### src/rtl/joy_serial_multi_if.sv
// Pin-level bundle between the user-port chain reader and its surroundings.
// The reader takes the slave side; whatever drives enable and the chain
// data (the emu top, or a bench) takes the master side.
interface joy_serial_multi_if #(
   parameter int N = 24
);
   logic          enable;
   logic          joy_clk;
   logic          joy_load;
   logic          joy_data;
   logic [N-1:0]  joystick;
   logic          frame_strobe;
   logic          changed;

   modport master (
      output enable,
      output joy_data,
      input  joy_clk,
      input  joy_load,
      input  joystick,
      input  frame_strobe,
      input  changed
   );

   modport slave (
      input  enable,
      input  joy_data,
      output joy_clk,
      output joy_load,
      output joystick,
      output frame_strobe,
      output changed
   );
endinterface

### src/rtl/joy_serial_multi.sv
// Reader for a daisy chain of 74HC165-style PISO adapters on the user port.
// Each frame: idle gap, active-low parallel load, then N bits shifted out
// (bit 0 is QH straight after the load, so it is sampled before the first
// rising joy_clk). A frame is only committed to joystick after DEBOUNCE
// identical consecutive frames. joy_clk and joy_load never move together.
module joy_serial_multi #(
   parameter int PLAYERS    = 2,
   parameter int BITS       = 12,
   parameter int CLK_DIV    = 16,
   parameter int POLL_GAP   = 256,
   parameter int ACTIVE_LOW = 1,
   parameter int DEBOUNCE   = 2
) (
   input logic               clk,
   input logic               reset,
   joy_serial_multi_if.slave bus
);
   localparam int N     = PLAYERS * BITS;
   localparam int GAP_W = (POLL_GAP > 1) ? $clog2(POLL_GAP) : 1;
   localparam int DIV_W = (CLK_DIV > 1) ? $clog2(CLK_DIV) : 1;
   localparam int BIT_W = (N > 1) ? $clog2(N) : 1;
   localparam int CNT_W = $clog2(DEBOUNCE + 1);

   localparam logic [GAP_W-1:0] GAP_LAST = GAP_W'(POLL_GAP - 1);
   localparam logic [DIV_W-1:0] DIV_LAST = DIV_W'(CLK_DIV - 1);
   localparam logic [BIT_W-1:0] BIT_LAST = BIT_W'(N - 1);
   localparam logic [CNT_W-1:0] DEB_MAX  = CNT_W'(DEBOUNCE);
   localparam logic             POL      = (ACTIVE_LOW != 0);

   localparam logic [1:0] ST_IDLE  = 2'd0;
   localparam logic [1:0] ST_LOAD  = 2'd1;
   localparam logic [1:0] ST_SHIFT = 2'd2;
   localparam logic [1:0] ST_DONE  = 2'd3;

   logic [1:0]       state_reg;
   logic [GAP_W-1:0] gap_reg;
   logic [DIV_W-1:0] div_reg;
   logic [BIT_W-1:0] bit_idx_reg;
   logic             phase_reg;      // 0: joy_clk low phase, 1: high phase
   logic             joy_clk_reg;
   logic             joy_load_reg;
   logic             strobe_reg;
   logic             changed_reg;
   logic [N-1:0]     sreg_reg;
   logic [N-1:0]     sreg_next;
   logic [N-1:0]     cand_reg;
   logic [N-1:0]     cand_next;
   logic [N-1:0]     joystick_reg;
   logic [CNT_W-1:0] cnt_reg;
   logic [CNT_W-1:0] cnt_next;
   logic             commit;
   logic             sample_en;
   logic             data_bit;

   assign bus.joy_clk      = joy_clk_reg;
   assign bus.joy_load     = joy_load_reg;
   assign bus.joystick     = joystick_reg;
   assign bus.frame_strobe = strobe_reg;
   assign bus.changed      = changed_reg;

   // The chain bit is taken on the last cycle of the low phase of its slot.
   assign sample_en = bus.enable && (state_reg == ST_SHIFT) && !phase_reg
                      && (div_reg == DIV_LAST);
   assign data_bit  = bus.joy_data ^ POL;

   genvar gi;
   generate
      for (gi = 0; gi < N; gi++) begin : g_sreg
         assign sreg_next[gi] = (sample_en && (bit_idx_reg == BIT_W'(gi)))
                                ? data_bit : sreg_reg[gi];
      end
   endgenerate

   // Debounce outcome for the frame just completed in sreg_reg.
   always_comb begin
      cand_next = cand_reg;
      cnt_next  = cnt_reg;
      if (sreg_reg == cand_reg) begin
         if (cnt_reg != DEB_MAX)
            cnt_next = cnt_reg + 1'b1;
      end else begin
         cand_next = sreg_reg;
         cnt_next  = CNT_W'(1);
      end
      commit = (cnt_next == DEB_MAX) && (cand_next != joystick_reg);
   end

   // Shift register capture; a partial frame never reaches the debouncer.
   always_ff @(posedge clk or posedge reset) begin
      if (reset)
         sreg_reg <= '0;
      else
         sreg_reg <= sreg_next;
   end

   // Frame sequencer, pin drivers and debounce commit.
   always_ff @(posedge clk or posedge reset) begin
      if (reset) begin
         state_reg    <= ST_IDLE;
         gap_reg      <= '0;
         div_reg      <= '0;
         bit_idx_reg  <= '0;
         phase_reg    <= 1'b0;
         joy_clk_reg  <= 1'b0;
         joy_load_reg <= 1'b1;
         strobe_reg   <= 1'b0;
         changed_reg  <= 1'b0;
         cand_reg     <= '0;
         cnt_reg      <= '0;
         joystick_reg <= '0;
      end else if (!bus.enable) begin
         // abort: idle pins, fresh gap, and the match history is forgotten
         state_reg    <= ST_IDLE;
         gap_reg      <= '0;
         div_reg      <= '0;
         bit_idx_reg  <= '0;
         phase_reg    <= 1'b0;
         joy_clk_reg  <= 1'b0;
         joy_load_reg <= 1'b1;
         strobe_reg   <= 1'b0;
         changed_reg  <= 1'b0;
         cnt_reg      <= '0;
      end else begin
         strobe_reg  <= 1'b0;
         changed_reg <= 1'b0;
         case (state_reg)
            ST_IDLE: begin
               if (gap_reg == GAP_LAST) begin
                  gap_reg      <= '0;
                  div_reg      <= '0;
                  joy_load_reg <= 1'b0;
                  state_reg    <= ST_LOAD;
               end else begin
                  gap_reg <= gap_reg + 1'b1;
               end
            end
            ST_LOAD: begin
               if (div_reg == DIV_LAST) begin
                  div_reg      <= '0;
                  bit_idx_reg  <= '0;
                  phase_reg    <= 1'b0;
                  joy_load_reg <= 1'b1;
                  state_reg    <= ST_SHIFT;
               end else begin
                  div_reg <= div_reg + 1'b1;
               end
            end
            ST_SHIFT: begin
               if (div_reg == DIV_LAST) begin
                  div_reg <= '0;
                  if (!phase_reg) begin
                     phase_reg   <= 1'b1;
                     joy_clk_reg <= 1'b1;
                  end else begin
                     phase_reg   <= 1'b0;
                     joy_clk_reg <= 1'b0;
                     if (bit_idx_reg == BIT_LAST) begin
                        // results become visible during the single DONE cycle
                        state_reg  <= ST_DONE;
                        strobe_reg <= 1'b1;
                        cand_reg   <= cand_next;
                        cnt_reg    <= cnt_next;
                        if (commit) begin
                           joystick_reg <= cand_next;
                           changed_reg  <= 1'b1;
                        end
                     end else begin
                        bit_idx_reg <= bit_idx_reg + 1'b1;
                     end
                  end
               end else begin
                  div_reg <= div_reg + 1'b1;
               end
            end
            ST_DONE: begin
               state_reg <= ST_IDLE;
            end
            default: begin
               state_reg <= ST_IDLE;
            end
         endcase
      end
   end
endmodule

### src/flat_wrapper.sv
// flat-port wrapper written by rule: the top's interface ports become plain ports
module joy_serial_multi_flat 
#(
   parameter int PLAYERS    = 2,
   parameter int BITS       = 12,
   parameter int CLK_DIV    = 16,
   parameter int POLL_GAP   = 256,
   parameter int ACTIVE_LOW = 1,
   parameter int DEBOUNCE   = 2
)
  (clk, reset, bus_enable, bus_joy_data, bus_joy_clk, bus_joy_load, bus_joystick, bus_frame_strobe, bus_changed);
  joy_serial_multi_if #(.N((24))) bus_i ();
  input logic clk;
  input logic reset;
  input wire logic [$bits(bus_i.enable)-1:0] bus_enable;
  input wire logic [$bits(bus_i.joy_data)-1:0] bus_joy_data;
  output wire logic [$bits(bus_i.joy_clk)-1:0] bus_joy_clk;
  output wire logic [$bits(bus_i.joy_load)-1:0] bus_joy_load;
  output wire logic [$bits(bus_i.joystick)-1:0] bus_joystick;
  output wire logic [$bits(bus_i.frame_strobe)-1:0] bus_frame_strobe;
  output wire logic [$bits(bus_i.changed)-1:0] bus_changed;
  assign bus_i.enable = bus_enable;
  assign bus_i.joy_data = bus_joy_data;
  assign bus_joy_clk = bus_i.joy_clk;
  assign bus_joy_load = bus_i.joy_load;
  assign bus_joystick = bus_i.joystick;
  assign bus_frame_strobe = bus_i.frame_strobe;
  assign bus_changed = bus_i.changed;
  joy_serial_multi #(.PLAYERS(PLAYERS), .BITS(BITS), .CLK_DIV(CLK_DIV), .POLL_GAP(POLL_GAP), .ACTIVE_LOW(ACTIVE_LOW), .DEBOUNCE(DEBOUNCE)) u_core (.clk(clk), .reset(reset), .bus(bus_i));
endmodule
### config.mk
export PLATFORM = sky130hd
export DESIGN_NAME = joy_serial_multi_flat
export DESIGN_NICKNAME = d
export VERILOG_FILES = /design/src/rtl/joy_serial_multi_if.sv /design/src/rtl/joy_serial_multi.sv /design/src/flat_wrapper.sv
export SDC_FILE = /design/constraint.sdc
export NUM_CORES = 1
export LEC_CHECK = 0
export BUFFER_PORTS_ARGS = -buffer_cell sky130_fd_sc_hd__buf_2
export CAP_MARGIN = 25
export CORE_ASPECT_RATIO = 1.25
export CORE_MARGIN = 2
export CORE_UTILIZATION = 50
export DETAILED_ROUTE_END_ITERATION = 16
export GPL_ROUTABILITY_DRIVEN = 0
export PLACE_DENSITY_LB_ADDON = 0.05
export SLEW_MARGIN = 15
export SYNTH_ARGS = -nofsm -noshare
export SYNTH_HDL_FRONTEND = slang
export SYNTH_SLANG_ARGS = --single-unit
### constraint.sdc
create_clock -name clk -period 3.45 [get_ports clk]
set_input_delay 0.345 -clock clk [delete_from_list [all_inputs] [get_ports clk]]
set_output_delay 0.345 -clock clk [all_outputs]
set_load 0.02 [all_outputs]
* Word-level counts from Yosys, hierarchy flattened *
Cells that the tools add are included.

operators by class
  mux-type cells = 50
  reduce and logical (&&, ||, !) cells = 41
  equality and inequality tests = 46
  $add $sub $neg = 4
  bitwise operators = 1

operators with widths
  cell                                                                    number
  5-bit by 4-bit equality test with 1-bit output (second input constant)  8
  5-bit equality test (second input constant)                             8
  1-bit logical AND                                                       28
  2-bit 2-to-1 mux                                                        13
  5-bit 2-to-1 mux                                                        5
  24-bit equality test                                                    1
  24-bit 2-to-1 mux                                                       1
  8-bit 2-to-1 mux                                                        3
  24-bit != test                                                          1
  5-bit by 3-bit equality test with 1-bit output (second input constant)  4
  1-bit 2-to-1 mux                                                        20
  5-bit AND reduction                                                     3
  4-bit 2-to-1 mux                                                        3
  3-bit by 2-bit != test with 1-bit output (second input constant)        4
  5-bit by 2-bit equality test with 1-bit output (second input constant)  2
  2-bit by 1-bit != test with 1-bit output (second input constant)        5
  5-bit case mux with 2 select lines                                      1
  3-bit != test (second input constant)                                   3
  8-bit by 1-bit adder with 8-bit output (second input constant)          1
  8-bit equality test (second input constant)                             1
  2-bit case mux with 4 select lines                                      1
  4-bit case mux with 2 select lines                                      1
  2-bit equality test (second input constant)                             3
  3-bit by 1-bit != test with 1-bit output (second input constant)        2
  other kinds (17)                                                        20

storage, ports and cells
  bits of input ports = 4
  bits in registers = 98
  word-level logic and storage cells = 178
  output and inout bits = 28

* Depth between registers and ports, before layout *
  depth after elaboration = 11
  mapped depth = 8
  gate-level depth less buffers = 7

* Least setup slack after synthesis *
Ideal clock, no wire load.

  path kind = register -> register
  from = register u_core.bit_idx_reg[0]
  to = register u_core.joystick_reg[0], in the netlist u_core.bus.joystick[0]
  slack = 1,148 ps
  required time = 3,325 ps
  arrival time = 2,177 ps
  buffers on the path = 2
  stages on the path, launching flop included = 9
  cell sequence = dfrtp_1 -> ha_1 -> and4b_1 -> buf_2 -> nor4b_4 -> and3b_1 -> o2111ai_4 -> buf_6 -> mux2_4

on the way
  longest elaborated chain between the ends = 2

RTL lines
  what                                  line                     text
  from (decl)                           joy_serial_multi.sv:38   logic [BIT_W-1:0] bit_idx_reg;
  from (signal assigned)                joy_serial_multi.sv:168  bit_idx_reg <= bit_idx_reg + 1'b1;
  5-bit equality test                   joy_serial_multi.sv:157  if (bit_idx_reg == BIT_LAST) begin
  6-bit AND reduction (no source line)  n/a
  to (signal assigned)                  joy_serial_multi.sv:164  joystick_reg <= cand_next;
  to (decl)                             joy_serial_multi.sv:48   logic [N-1:0] joystick_reg;

Every way passes these cells.
A chain may end at the register's enable or synchronous reset.

* Worst setup path after layout *
  from = register u_core.state_reg[0]
  to = register u_core.joystick_reg[6], in the netlist u_core.bus.joystick[6]

on the way
  longest elaborated chain between the ends = 2

RTL lines
  what                                  line                     text
  from (decl)                           joy_serial_multi.sv:35   logic [1:0] state_reg;
  from (signal assigned)                joy_serial_multi.sv:99   state_reg <= ST_IDLE;
  from (signal assigned)                joy_serial_multi.sv:113  state_reg <= ST_IDLE;
  from (signal assigned)                joy_serial_multi.sv:132  state_reg <= ST_LOAD;
  2-bit equality test                   joy_serial_multi.sv:126  case (state_reg)
  6-bit AND reduction (no source line)  n/a

Every way passes these cells.

==> impl_metrics.env <==
export IMPL_outcome="finished clean"
export IMPL_netlist_area_leader_share=0.496
export IMPL_postCtsHoldBufs=0
export IMPL_reg2regPathDepth=8
export IMPL_required_ns=3.67
export IMPL_hold_viol_final=0
export IMPL_fp_row_count=40
export IMPL_grt_pass1_vias=3331
export IMPL_diodes=0
export IMPL_ys_warn_count=0
export IMPL_fp_coreArea_um2=9560
export IMPL_critical_path_class="flop to flop"
export IMPL_cts_sinks=98
export IMPL_min_period_ns=2.60
export IMPL_cp_endpoint="u_core.bus.joystick[6]$_DFFE_PP0P_"
export IMPL_postCtsSetupBuffers=0
export IMPL_grt_first_pass_wirelength_um=17000
export IMPL_powerDensity_nw_per_um2=461
export IMPL_synth_area_leaders="dfrtp_1 (50%), mux2_2 (6.4%), mux2_4 (6.1%), xnor2_1 (4.8%), xor2_1 (4.3%)"
export IMPL_cts_tree="done"
export IMPL_io_pins=32
export IMPL_synth_mux_area_frac=0.136
export IMPL_finalClockSkew_ns=0.00860
export IMPL_stdcell_count=594
export IMPL_ctsResizeCount=0
export IMPL_endpoint_kind="flop"
export IMPL_synth_edff_count=0
export IMPL_drc=0
export IMPL_p_sw_uw=671
export IMPL_synthAdderAreaFrac=0.0307
export IMPL_clock_root_buffer="clkbuf_16"
export IMPL_final_area_um2=5460
export IMPL_synth_largest_area_cell="dfrtp_1"
export IMPL_port_buffers=31
export IMPL_max_freq_ghz=0.385
export IMPL_yosys_area_share_simple=0.127
export IMPL_synth_most_common_cell="dfrtp_1"
export IMPL_dp_cells=579
export IMPL_intPower_mw=1.85
export IMPL_rsz0062_at_grt="false"
export IMPL_finalSetupViolCount=0
export IMPL_synthCells=430
export IMPL_viasPerCell=5.47
export IMPL_hold_slack_ns=0.109
export IMPL_grtUsageTotal=0.211
export IMPL_grt_overflow_total=0
export IMPL_grt_max_degree=56
export IMPL_h_tree_depth=3
export IMPL_synth_top_family_by_area="multiplexers"
export IMPL_slew_headroom=0.547
export IMPL_comb_power_share=0.147
export IMPL_timing_rr_end="u_core.bus.joystick[6]$_DFFE_PP0P_"
export IMPL_cp_max_fo=24
export IMPL_clk_latency_ns=0.34
export IMPL_r2r_start="u_core.state_reg[0]$_DFFE_PP0P_"
export IMPL_place_area_um2=5190
export IMPL_drive_above_1_share=0.229
export IMPL_p_leak_nw=2.81
export IMPL_async_flop_share=1.00
export IMPL_synth_ff_type="dfrtp_1"
export IMPL_syn_avg_cell_area_um2=11.4
export IMPL_hpwl_um=7220
export IMPL_synthDistinctLibCells=42
export IMPL_synth_xor_area_frac=0.0913
export IMPL_vdd_ir_drop_max_uv=340
export IMPL_dr_first_iter_drc_count=94
export IMPL_synth_common_cells="dfrtp_1 (97), nand2_1 (38), o21ai_0 (29)"
export IMPL_pwr_share_seq=0.485
export IMPL_n_fill_cell=834
export IMPL_hold_class="input port to async pin"
export IMPL_tightestPinTransition_ns=0.677
export IMPL_slew_viol_final=0
export IMPL_syn_cell_area_um2=4890
export IMPL_wirelength_um=10300
export IMPL_dr_pass1_iters=6
export IMPL_fin_ws_ns=0.851
export IMPL_wl_per_cell_um=17.3
export IMPL_ys_ff_latch=98
export IMPL_fp_dieArea_um2=10600
export IMPL_rrSetupSlack_ns=0.85
export IMPL_cp_startpoint="u_core.state_reg[0]$_DFFE_PP0P_"
export IMPL_final_antenna_net_count=0
export IMPL_nets=480
export IMPL_startpoint_type="flop"
export IMPL_min_period_over_period=0.753
export IMPL_antenna_found_initial=0
export IMPL_arrival_ns=2.82
export IMPL_cts_buffers=9
export IMPL_clkPwrFrac=0.368
export IMPL_clk_pin_slew_ns=0.06
export IMPL_syn_num_nets=446
export IMPL_cts_max_path_buffers=2
export IMPL_yosysSeqAreaShare=0.502
export IMPL_setup_tns_final_ns=0
export IMPL_vias=3248
export IMPL_synth_compound_area_share=0.0895
export IMPL_chipWidth_um=92.5
export IMPL_area_growth_pct=11.7
export IMPL_place_ws_ns=0.837
export IMPL_fp_dieH_um=115
export IMPL_switching_share=0.266
export IMPL_start_util=0.512
export IMPL_cap_violations=0
-- metrics by stage --
step           power [mW]   util
6_report             2.52  0.572
5_1_grt              2.65  0.572
4_1_cts              2.55  0.572
3_5_place_dp         1.62  0.543
3_3_place_gp         1.61  0.543
2_1_floorplan        1.52      -
-- cell type report --
cell class / instances / area (µm²) / area share
Inverter: 12 / 47.5 / 0.00870
Sequential cell: 98 / 2450 / 0.449
Multi-Input combinational cell: 305 / 2330 / 0.426
Clock buffer: 12 / 256 / 0.0469
Clock inverter: 3 / 15.0 / 0.00275
Tap cell: 126 / 158 / 0.0289
Timing Repair Buffer: 38 / 208 / 0.0380
-- worst min-delay path by stage --
stage / slack, ns / depth (start not counted) / startpoint / to
detailed placement: 0.49 / 1 / u_core.gap_reg[0]$_DFFE_PP0P_ / u_core.gap_reg[0]$_DFFE_PP0P_
CTS: 0.14 / 2 / reset / u_core.div_reg[2]$_DFFE_PP0P_
global route: 0.18 / 2 / reset / u_core.div_reg[2]$_DFFE_PP0P_
floorplan: 0.47 / 1 / u_core.gap_reg[0]$_DFFE_PP0P_ / u_core.gap_reg[0]$_DFFE_PP0P_
global placement: 0.49 / 1 / u_core.gap_reg[0]$_DFFE_PP0P_ / u_core.gap_reg[0]$_DFFE_PP0P_
finish: 0.11 / 2 / reset / u_core.div_reg[0]$_DFFE_PP0P_
-- worst max-delay path, stage by stage, from the launching register on --
cell and delay [ns]:
dfrtp_1 0.39, inv_1 0.12, ha_1 0.39, nand2_1 0.27
nor4b_4 0.28, and3b_1 0.25, o2111ai_4 0.10, buf_4 0.30
mux2_4 0.35
-- kinds of logic after synthesis --
family	count (synthesis)
DFF	98
muxes	53
xor gates and xnor gates	51
AOI/OAI and AO/OA	67
and+or+nand+nor	122
buffers and inverters	27
adders and majority gates	12
-- routing by layer --
layer	track usage	up-vias	part of all wire
met1	0.256	1606	0.42
met4	0.0736	0	0.0074
met5	0	-	0
met3	0.0342	6	0.033
met2	0.379	48	0.54
li1	-	1588	-
-- power groups by stage --
stage                     Combinational [mW]  Clock (mW)  Sequential, mW
after floorplan                        0.275           0            1.25
after global placement                 0.369           0            1.24
after detailed placement               0.373           0            1.25
after CTS                              0.374       0.951            1.22
after global routing                   0.415        1.01            1.23
final                                  0.370       0.927            1.22
-- layout by cell type (no fill, tap or decap), types with 16 or more instances in the layout --
master and count:
nand2_1 38, nand3_1 22, mux2_2 28, nand4_1 16, xor2_1 24, nor2_1 17, o21ai_0 29, dfrtp_1 97
xnor2_1 27, buf_2 31, mux2_4 20
(Power assumes the default switching activity.)
